===== config.mk =====
export PLATFORM = sky130hd
export DESIGN_NAME = mem_access_unit_flat
export DESIGN_NICKNAME = d
export VERILOG_FILES = /design/src/rtl/mem_access_unit_if.sv /design/src/rtl/mem_access_unit.sv /design/src/flat_wrapper.sv
export SDC_FILE = /design/constraint.sdc
export NUM_CORES = 1
export LEC_CHECK = 0
export BUFFER_PORTS_ARGS = -buffer_cell sky130_fd_sc_hd__buf_2
export CAP_MARGIN = 0
export CORE_ASPECT_RATIO = 1.5
export CORE_MARGIN = 8
export CORE_UTILIZATION = 44
export CTS_CLUSTER_DIAMETER = 40
export CTS_CLUSTER_SIZE = 14
export DETAILED_ROUTE_END_ITERATION = 10
export GPL_TIMING_DRIVEN = 0
export PLACE_DENSITY_LB_ADDON = 0.08
export SYNTH_ARGS = -nofsm -noshare
export SYNTH_HDL_FRONTEND = slang
export SYNTH_SLANG_ARGS = --single-unit

===== constraint.sdc =====
create_clock -name clk -period 1.7 [get_ports clk]
set_input_delay 0.34 -clock clk [delete_from_list [all_inputs] [get_ports clk]]
set_output_delay 0.34 -clock clk [all_outputs]
set_load 0.02 [all_outputs]

===== src/rtl/mem_access_unit_if.sv =====
// Request/response channel between the MEM stage and the load/store controller.
//
// Handshake: a request transfers on the rising clk edge where req_valid and
// req_ready are both 1; the initiator holds all req_* fields stable while
// req_valid is high. resp_valid is a single-cycle pulse with no backpressure;
// resp_rdata and resp_misaligned are meaningful only while resp_valid is 1.
interface mem_access_unit_if #(
    parameter int ADDR_W = 32,
    parameter int DATA_W = 32
);
    logic              req_valid;
    logic              req_ready;
    logic              req_write;
    logic [1:0]        req_size;
    logic              req_signed;
    logic [ADDR_W-1:0] req_addr;
    logic [DATA_W-1:0] req_wdata;
    logic              resp_valid;
    logic [DATA_W-1:0] resp_rdata;
    logic              resp_misaligned;

    modport master (
        output req_valid, req_write, req_size, req_signed, req_addr, req_wdata,
        input  req_ready, resp_valid, resp_rdata, resp_misaligned
    );

    modport slave (
        input  req_valid, req_write, req_size, req_signed, req_addr, req_wdata,
        output req_ready, resp_valid, resp_rdata, resp_misaligned
    );
endinterface


===== src/rtl/mem_access_unit.sv =====
// Load/store controller for the MEM stage. Byte/halfword/word accesses with
// big-endian lane mapping; sub-word stores are done as read-modify-write.
// Every output is registered, so nothing on the request side reaches the
// memory port combinationally.
module mem_access_unit #(
    parameter int ADDR_W = 32,
    parameter int DATA_W = 32
) (
    input  logic              clk,
    input  logic              rst_n,
    mem_access_unit_if.slave  req,
    output logic [ADDR_W-1:0] address,
    output logic [DATA_W-1:0] write_data,
    output logic              memread,
    output logic              memwrite,
    input  logic [DATA_W-1:0] read_data,
    output logic [1:0]        dbg_state
);
    typedef enum logic [1:0] {S_IDLE, S_RD, S_WR, S_RESP} state_t;

    state_t            state_q, state_d;
    logic              ready_q, ready_d;
    logic              write_q, write_d;
    logic [1:0]        size_q, size_d;
    logic              signed_q, signed_d;
    logic [1:0]        off_q, off_d;
    logic [15:0]       wdata_q, wdata_d;
    logic [ADDR_W-1:0] address_q, address_d;
    logic [DATA_W-1:0] write_data_q, write_data_d;
    logic              memread_q, memread_d;
    logic              memwrite_q, memwrite_d;
    logic              resp_valid_q, resp_valid_d;
    logic [DATA_W-1:0] resp_rdata_q, resp_rdata_d;
    logic              resp_mis_q, resp_mis_d;
    logic              req_mis;

    // Picks the addressed lane(s) out of a word and extends to 32 bits.
    function automatic logic [31:0] load_extend(input logic [31:0] w, input logic [1:0] size,
                                                input logic [1:0] off, input logic sgn);
        logic [7:0]  b;
        logic [15:0] h;
        logic [31:0] r;
        case (off)
            2'd0:    b = w[31:24];
            2'd1:    b = w[23:16];
            2'd2:    b = w[15:8];
            default: b = w[7:0];
        endcase
        h = off[1] ? w[15:0] : w[31:16];
        case (size)
            2'b00:   r = {{24{sgn & b[7]}}, b};
            2'b01:   r = {{16{sgn & h[15]}}, h};
            default: r = w;
        endcase
        return r;
    endfunction

    // Replaces the addressed lane(s) of the old word with new store data.
    function automatic logic [31:0] store_merge(input logic [31:0] w, input logic [15:0] d,
                                                input logic [1:0] size, input logic [1:0] off);
        logic [31:0] r;
        r = w;
        if (size == 2'b00) begin
            case (off)
                2'd0:    r[31:24] = d[7:0];
                2'd1:    r[23:16] = d[7:0];
                2'd2:    r[15:8]  = d[7:0];
                default: r[7:0]   = d[7:0];
            endcase
        end else if (off[1]) begin
            r[15:0] = d;
        end else begin
            r[31:16] = d;
        end
        return r;
    endfunction

    // Misalignment is judged on the live request so it can skip memory entirely.
    always_comb begin
        req_mis = 1'b0;
        case (req.req_size)
            2'b01:   req_mis = req.req_addr[0];
            2'b10:   req_mis = (req.req_addr[1:0] != 2'b00);
            2'b11:   req_mis = 1'b1;
            default: req_mis = 1'b0;
        endcase
    end

    // Next-state and registered-output computation for the access sequence.
    always_comb begin
        state_d      = state_q;
        write_d      = write_q;
        size_d       = size_q;
        signed_d     = signed_q;
        off_d        = off_q;
        wdata_d      = wdata_q;
        address_d    = address_q;
        write_data_d = '0;
        resp_rdata_d = '0;
        resp_mis_d   = 1'b0;
        case (state_q)
            S_IDLE: begin
                if (req.req_valid && ready_q) begin
                    write_d  = req.req_write;
                    size_d   = req.req_size;
                    signed_d = req.req_signed;
                    off_d    = req.req_addr[1:0];
                    wdata_d  = req.req_wdata[15:0];
                    if (req_mis) begin
                        state_d    = S_RESP;
                        resp_mis_d = 1'b1;
                    end else begin
                        address_d = {req.req_addr[ADDR_W-1:2], 2'b00};
                        if (req.req_write && req.req_size == 2'b10) begin
                            state_d      = S_WR;
                            write_data_d = req.req_wdata;
                        end else begin
                            state_d = S_RD;
                        end
                    end
                end
            end
            S_RD: begin
                if (write_q) begin
                    state_d      = S_WR;
                    write_data_d = store_merge(read_data, wdata_q, size_q, off_q);
                end else begin
                    state_d      = S_RESP;
                    resp_rdata_d = load_extend(read_data, size_q, off_q, signed_q);
                end
            end
            S_WR:    state_d = S_RESP;
            default: state_d = S_IDLE;
        endcase
        ready_d      = (state_d == S_IDLE);
        memread_d    = (state_d == S_RD);
        memwrite_d   = (state_d == S_WR);
        resp_valid_d = (state_d == S_RESP);
    end

    // State and output registers; reset clears everything immediately.
    always_ff @(posedge clk or negedge rst_n) begin
        if (!rst_n) begin
            state_q      <= S_IDLE;
            ready_q      <= 1'b0;
            write_q      <= 1'b0;
            size_q       <= 2'b00;
            signed_q     <= 1'b0;
            off_q        <= 2'b00;
            wdata_q      <= '0;
            address_q    <= '0;
            write_data_q <= '0;
            memread_q    <= 1'b0;
            memwrite_q   <= 1'b0;
            resp_valid_q <= 1'b0;
            resp_rdata_q <= '0;
            resp_mis_q   <= 1'b0;
        end else begin
            state_q      <= state_d;
            ready_q      <= ready_d;
            write_q      <= write_d;
            size_q       <= size_d;
            signed_q     <= signed_d;
            off_q        <= off_d;
            wdata_q      <= wdata_d;
            address_q    <= address_d;
            write_data_q <= write_data_d;
            memread_q    <= memread_d;
            memwrite_q   <= memwrite_d;
            resp_valid_q <= resp_valid_d;
            resp_rdata_q <= resp_rdata_d;
            resp_mis_q   <= resp_mis_d;
        end
    end

    assign req.req_ready       = ready_q;
    assign req.resp_valid      = resp_valid_q;
    assign req.resp_rdata      = resp_rdata_q;
    assign req.resp_misaligned = resp_mis_q;
    assign address             = address_q;
    assign write_data          = write_data_q;
    assign memread             = memread_q;
    assign memwrite            = memwrite_q;
    assign dbg_state           = state_q;
endmodule


===== src/flat_wrapper.sv =====
// flat-port wrapper written by rule: the top's interface ports become plain ports
module mem_access_unit_flat 
#(
    parameter int ADDR_W = 32,
    parameter int DATA_W = 32
)
  (clk, rst_n, address, write_data, memread, memwrite, read_data, dbg_state, req_req_valid, req_req_write, req_req_size, req_req_signed, req_req_addr, req_req_wdata, req_req_ready, req_resp_valid, req_resp_rdata, req_resp_misaligned);
  mem_access_unit_if #(.ADDR_W(ADDR_W), .DATA_W(DATA_W)) req_i ();
  input  logic clk;
  input  logic rst_n;
  output logic [ADDR_W-1:0] address;
  output logic [DATA_W-1:0] write_data;
  output logic memread;
  output logic memwrite;
  input  logic [DATA_W-1:0] read_data;
  output logic [1:0] dbg_state;
  input wire logic [$bits(req_i.req_valid)-1:0] req_req_valid;
  input wire logic [$bits(req_i.req_write)-1:0] req_req_write;
  input wire logic [$bits(req_i.req_size)-1:0] req_req_size;
  input wire logic [$bits(req_i.req_signed)-1:0] req_req_signed;
  input wire logic [$bits(req_i.req_addr)-1:0] req_req_addr;
  input wire logic [$bits(req_i.req_wdata)-1:0] req_req_wdata;
  output wire logic [$bits(req_i.req_ready)-1:0] req_req_ready;
  output wire logic [$bits(req_i.resp_valid)-1:0] req_resp_valid;
  output wire logic [$bits(req_i.resp_rdata)-1:0] req_resp_rdata;
  output wire logic [$bits(req_i.resp_misaligned)-1:0] req_resp_misaligned;
  assign req_i.req_valid = req_req_valid;
  assign req_i.req_write = req_req_write;
  assign req_i.req_size = req_req_size;
  assign req_i.req_signed = req_req_signed;
  assign req_i.req_addr = req_req_addr;
  assign req_i.req_wdata = req_req_wdata;
  assign req_req_ready = req_i.req_ready;
  assign req_resp_valid = req_i.resp_valid;
  assign req_resp_rdata = req_i.resp_rdata;
  assign req_resp_misaligned = req_i.resp_misaligned;
  mem_access_unit #(.ADDR_W(ADDR_W), .DATA_W(DATA_W)) u_core (.clk(clk), .rst_n(rst_n), .req(req_i), .address(address), .write_data(write_data), .memread(memread), .memwrite(memwrite), .read_data(read_data), .dbg_state(dbg_state));
endmodule

## Word level (Yosys, flattened, before mapping)

Index checks and enable logic that the tools add are counted.

| operators by class | value |
|---|---|
| equal/unequal tests | 11 |
| multiplexer cells | 28 |
| bitwise logic cells | 3 |
| reductions and logical operators | 10 |

Operators by type and width:

| operator | number |
|---|---|
| $mux W32 | 7 |
| $pmux W32 S2 | 2 |
| $mux W16 | 3 |
| $mux W8 | 6 |
| $pmux W8 S3 | 1 |
| $eq A2 B2 Y1 const B | 6 |
| $eq A2 B1 Y1 const B | 5 |
| $logic_not A2 Y1 | 4 |
| $mux W2 | 3 |
| $pmux W2 S3 | 1 |
| $mux W1 | 4 |
| $pmux W1 S3 | 1 |
| $reduce_and A3 Y1 | 1 |
| $reduce_or A3 Y1 | 1 |
| $and A1 B1 Y1 | 2 |
| $logic_and A1 B1 Y1 | 2 |
| $reduce_and A2 Y1 | 1 |
| $reduce_bool A2 Y1 | 1 |
| $not A1 Y1 | 1 |

| word-level totals | value |
|---|---|
| flip-flop bits (word level) | 123 |
| bits of input ports | 103 |
| output and inout bits | 103 |
| logic and storage cells | 66 |

## Logic depth before layout (Yosys ltp)

| logic depth | value |
|---|---|
| word-level depth | 8 |
| depth in mapped cells | 7 |
| depth with buffers taken out | 6 |

## Worst setup path before layout

OpenSTA, ideal clock, no wires.

| timing path | value |
|---|---|
| path type | flip-flop to flip-flop |
| start point | register u_core.state_q[0], in the netlist u_core.dbg_state[0] |
| end point | register u_core.write_data_q[16], in the netlist u_core.write_data[16] |
| setup time | 0.078 ns |
| arrival | 1.780 ns |
| required time | 1.622 ns |
| slack | -0.159 ns |
| cell stages (with the launch flop) | 8 |
| buffers on the path | 1 |
| clock period less this slack | 1.859 ns |
| path through | dfrtp_1 > inv_1 > ha_1 > nand3_1 > o21bai_1 > nor2_1 > clkbuf_1 > o2bb2ai_1 |

| between the ends | value |
|---|---|
| longest elaborated chain between the ends | 2 |
| elaborated cells on any way between the ends | 3 |
| classes of those cells | 1 x eq/ne; 1 x mux; 1 x reduce/logical |

Ends and longest elaborated chain:

| what | RTL line | source |
|---|---|---|
| start, declared | mem_access_unit.sv:21 | `state_t state_q, state_d;` |
| start signal, assigned | mem_access_unit.sv:159 | `state_q <= state_d;` |
| $eq A2 B1 Y1 or $logic_not A2 Y1 (tied branches) | mem_access_unit.sv:101 | `case (state_q)` |
| $pmux W32 S2 * | mem_access_unit.sv:101 |  |
| net u_core.write_data_d[16] | mem_access_unit.sv:29 | `logic [DATA_W-1:0] write_data_q, write_data_d;` |
| end signal, assigned | mem_access_unit.sv:167 | `write_data_q <= write_data_d;` |
| end, declared | mem_access_unit.sv:29 |  |

Mark *: on every way through the listed nets, which the timed path passes. The rest lies on a longest branch.
A chain may end at the register's enable or synchronous reset.

## Worst setup path in the final report

| timing path | value |
|---|---|
| start point | register u_core.off_q[1] |
| end point | register u_core.resp_rdata_q[26], in the netlist u_core.req.resp_rdata[26] |

| between the ends | value |
|---|---|
| longest elaborated chain between the ends | 8 |
| elaborated cells on any way between the ends | 12 |
| classes of those cells | 2 x eq/ne; 7 x mux; 2 x bitwise; 1 x reduce/logical |

Ends and longest elaborated chain:

| what | RTL line | source |
|---|---|---|
| start, declared | mem_access_unit.sv:26 | `logic [1:0] off_q, off_d;` |
| start signal, assigned | mem_access_unit.sv:149 | `off_q <= 2'b00;` |
| start signal, assigned | mem_access_unit.sv:164 | `off_q <= off_d;` |
| $eq A2 B2 Y1 (tied with other cells) | mem_access_unit.sv:43 | `case (off)` |
| $pmux W8 S3 | mem_access_unit.sv:43 |  |
| $mux W8 | mem_access_unit.sv:124 | `if (write_q) begin` |
| $mux W8 | mem_access_unit.sv:101 |  |
| $and A1 B1 Y1 | mem_access_unit.sv:51 | `2'b00: r = {{24{sgn & b[7]}}, b};` |
| $pmux W32 S2 * | mem_access_unit.sv:50 | `case (size)` |
| $mux W32 * | mem_access_unit.sv:124 |  |
| $mux W32 * | mem_access_unit.sv:101 |  |
| net u_core.resp_rdata_d[26] | mem_access_unit.sv:33 | `logic [DATA_W-1:0] resp_rdata_q, resp_rdata_d;` |
| end signal, assigned | mem_access_unit.sv:171 | `resp_rdata_q <= resp_rdata_d;` |
| end, declared | mem_access_unit.sv:33 |  |

Mark *: on every way through the listed nets, which the timed path passes. The rest lies on a longest branch. The select of a mux whose other input is x is not followed.

==> impl_metrics.yaml <==
global_route:
  grt_pass1_wl_um: 27300
  grt_usage_pct: 21.9
  grt_pass1_vias: 4912
  grt_start_max_net_pins: 64
  grt-ovfl-total: 0
  antenna_found_initial: 2
yosys:
  ys_types: 41
  synth-compound-area-share_pct: 17.1
  synth_edf_count: 0
  seq_area_frac_synth_pct: 56.7
  synthSimpleGateAreaFrac_pct: 5.90
  synth_seq_cells: 123
  syn_inst: 438
  synth_fa_ha_area_share_pct: 0.922
  synth_top_area_share_pct: 56.7
  yosysWarnings: 0
  async_flop_share_pct: 100
  synth_top_family_by_area: "compound AO/OA/AOI/OAI gates"
  synthXorXnorAreaFrac_pct: 0
  yosysTopAreaCell: "dfrtp_1"
  yosys-top-cells-area: "dfrtp_1 (57%), mux2_2 (12%), o2bb2ai_1 (3.9%)"
  synthesis.area_mm2: 0.00543
  synth.avg_cell_area_um2: 12.4
  ys.flop_type: "dfrtp_1"
  synthMuxAreaShare_pct: 15.8
critical_path:
  crit_path_start: "u_core.off_q[1]$_DFFE_PN0P_"
  arrival_ps: 2030
  reg2reg_slack_ps: -40
  crit_path_max_fanout: 10
  crit_slowest_cell: "mux4_2"
  r2r_end: "u_core.req.resp_rdata[26]$_DFF_PN0_"
  crit_path_end: "u_core.req.resp_rdata[26]$_DFF_PN0_"
  cp-end-kind: "flop"
  worst_setup_path_start_kind: "flop"
  critPathMaxStageDelay_ps: 590
  rr_worst_depth: 6
  critPathKind: "flop to flop"
  reg2reg_from: "u_core.off_q[1]$_DFFE_PN0P_"
  required_ps: 1990
  worstPathCellList: "mux4_2 -> nor2_4 -> a211oi_4 -> buf_12 -> buf_8 -> a21o_1"
placed_design:
  place_congestion: 0.936
  port_buffers: 203
  placedCellCount: 796
  place_hpwl_um: 13200
route:
  routed_via_density: 5.36
  drtIter0Drc: 289
  drtPass1Iterations: 7
  wirelength_um: 17800
  via_count: 4527
  ant_nets: 0
  drcViolationCount: 0
  wl_per_cell_um: 21.0
power:
  peakVddDrop_mv: 0.983
  p_total_mw: 14.7
  p_leak_nw: 4.09
  p_per_area_mw_per_mm2: 1890
finish:
  layout_common_cells: "buf_2 (207), dfrtp_1 (119), mux2_2 (59)"
  syn2layout_area_growth_pct: 43.3
  n_fill_cell: 994
  final_common_cell: "buf_2"
  stdcell_count: 845
  fin_nets: 784
  postLayoutCoreUtil_pct: 64.7
  drive_gt1_share_pct: 54.6
clock_network:
  cts_buffer_depth: 2
  cts.sinks: 123
  insertion_delay_ps: 410
  clock-root-buffer: "clkbuf_16"
  numCtsBuffers: 17
  clk_pin_slew_worst_paths_ps: 60
  cts_tree: "yes"
  htreeDepth: 4
floorplan:
  io-pin-count: 206
  initial_core_util_pct: 45.2
  rows: 49
  dieHeight_um: 152
  core_area_mm2: 0.0120
  die_area_mm2: 0.0162
  die_x_um: 107
status:
  status: "finished with violations"
  violations: "negative setup slack"
timing:
  max_slew.worst_pin.slew_ps: 579
  timing.fmax_mhz: 575
  hold_violations: 0
  setup_viol: 13
  setup_ws_ps: -39.4
  fin_crit_ps: 1740
  fin_crit_sh_pct: 102
  rsz0062_at_grt: "yes"
  slew_violations: 0
  slew_headroom_pct: 61.4
  skew_ps: 8.06
run:
  max_cap_violations: 0
worst_hold_path:
  hp-class: "primary input to flop"
==> flip-flops by register name (all words and copies together) (netlist names) <==
signal / flops
u_core.req.resp_rdata: 32
u_core.write_data: 32
u_core.address: 30
u_core.wdata_q: 16
u_core.dbg_state: 2
u_core.off_q: 2
u_core.size_q: 2
u_core.memread: 1
u_core.memwrite: 1
u_core.req.req_ready: 1
u_core.req.resp_misaligned: 1
u_core.req.resp_valid: 1
u_core.signed_q: 1
u_core.write_q: 1
==> how the worst min path moves through the flow <==
stage | from | end | slack (ps) | cells past startpoint
5_1_grt | req_req_wdata[31] | u_core.write_data[31]$_DFF_PN0_ | 130 | 2
6_report | req_req_wdata[17] | u_core.write_data[17]$_DFF_PN0_ | 140 | 2
3_3_place_gp | u_core.wdata_q[10]$_DFFE_PN0P_ | u_core.wdata_q[10]$_DFFE_PN0P_ | 480 | 1
4_1_cts | req_req_wdata[17] | u_core.write_data[17]$_DFF_PN0_ | 130 | 2
2_1_floorplan | rst_n | u_core.address[10]$_DFFE_PN0P_ | 40 | 0
3_5_place_dp | rst_n | u_core.address[7]$_DFFE_PN0P_ | 360 | 1
==> per-layer routing <==
layer | global-route usage [%] | share of wire, % | wire length, µm | up-vias
met3 | 6.18 | 8.1 | 1430 | 31
met4 | 9.43 | 2.5 | 442 | 0
met2 | 37.5 | 52 | 9290 | 207
met1 | 24.5 | 37 | 6590 | 2220
li1 | - | - | - | 2069
met5 | 0 | 0 | 0 | -
==> power breakdown <==
part	total, mW	switching (mW)	internal [mW]
combinational	6.47	3.88	2.60
clock	3.68	1.27	2.41
sequential	4.55	0.591	3.96
total	14.7	5.74	8.97
==> through the flow <==
stage / hold slack [ps] / area (µm²) / setup TNS [ps] / setup slack [ps]
2_1_floorplan: 44.4 / 5460 / -977 / -26.0
3_3_place_gp: 479 / 6670 / -176270 / -1450
3_5_place_dp: 359 / 6700 / -25290 / -439
4_1_cts: 130 / 7560 / -293 / -32.2
5_1_grt: 131 / 7780 / -1550 / -96.2
6_report: 142 / 7780 / -364 / -39.4
==> Yosys cell counts, types with 2 or more instances <==
cell       instances
mux2_2            59
o2bb2ai_1         24
buf_1              2
buf_4              2
nor2_1            17
mux2i_1           17
nor3_1             5
nor3b_1            2
nand2b_1           3
a22o_1             8
o21ai_2            2
o21bai_1           3
nand2_1           21
and2_1             2
a21o_1            24
o211ai_1           8
a21oi_1           19
ha_1               4
o21a_1             2
inv_1             13
nand3b_1           9
buf_2             11
o21ai_0           15
o22ai_1            7
dfrtp_1          123
a221oi_1           8
clkbuf_1          14
==> critical path, delay by kind of cell (launching register included) <==
family | cells | cell delay [ps]
DFF | 1 | 410
muxes | 1 | 590
buffers and inverters | 2 | 290
AOI/OAI and AO/OA | 2 | 200
and+or+nand+nor | 1 | 130
==> cell type report <==
type / count / area [µm²] / share of cell area [%]
multi-input cells: 273 / 2370 / 30.4
flip-flops and latches: 123 / 3080 / 39.6
repair buffers: 220 / 1240 / 16.0
clock buffers: 21 / 470 / 6.05
clock inverters: 11 / 143 / 1.83
inverters: 13 / 48.8 / 0.627
plain buffers: 29 / 224 / 2.88
well taps: 153 / 191 / 2.46
diodes: 2 / 5.00 / 0.0644
==> kinds of logic after synthesis <==
kind of cell | after synthesis
buf+inv | 43
other cells | 1
compound gates | 125
flops | 123
mux | 77
fa+ha+maj | 4
simple gates | 65
==> what timing repair did <==
action	in CTS	in global routing
buffers inserted	7	6
setup endpoints to repair	108	74
pin swaps	5	11
resized for setup	39	41
gates cloned	2	1
hold buffers	1	0
endpoints found under the hold margin	60	0
Note: power is estimated with default switching activity, not from simulation.
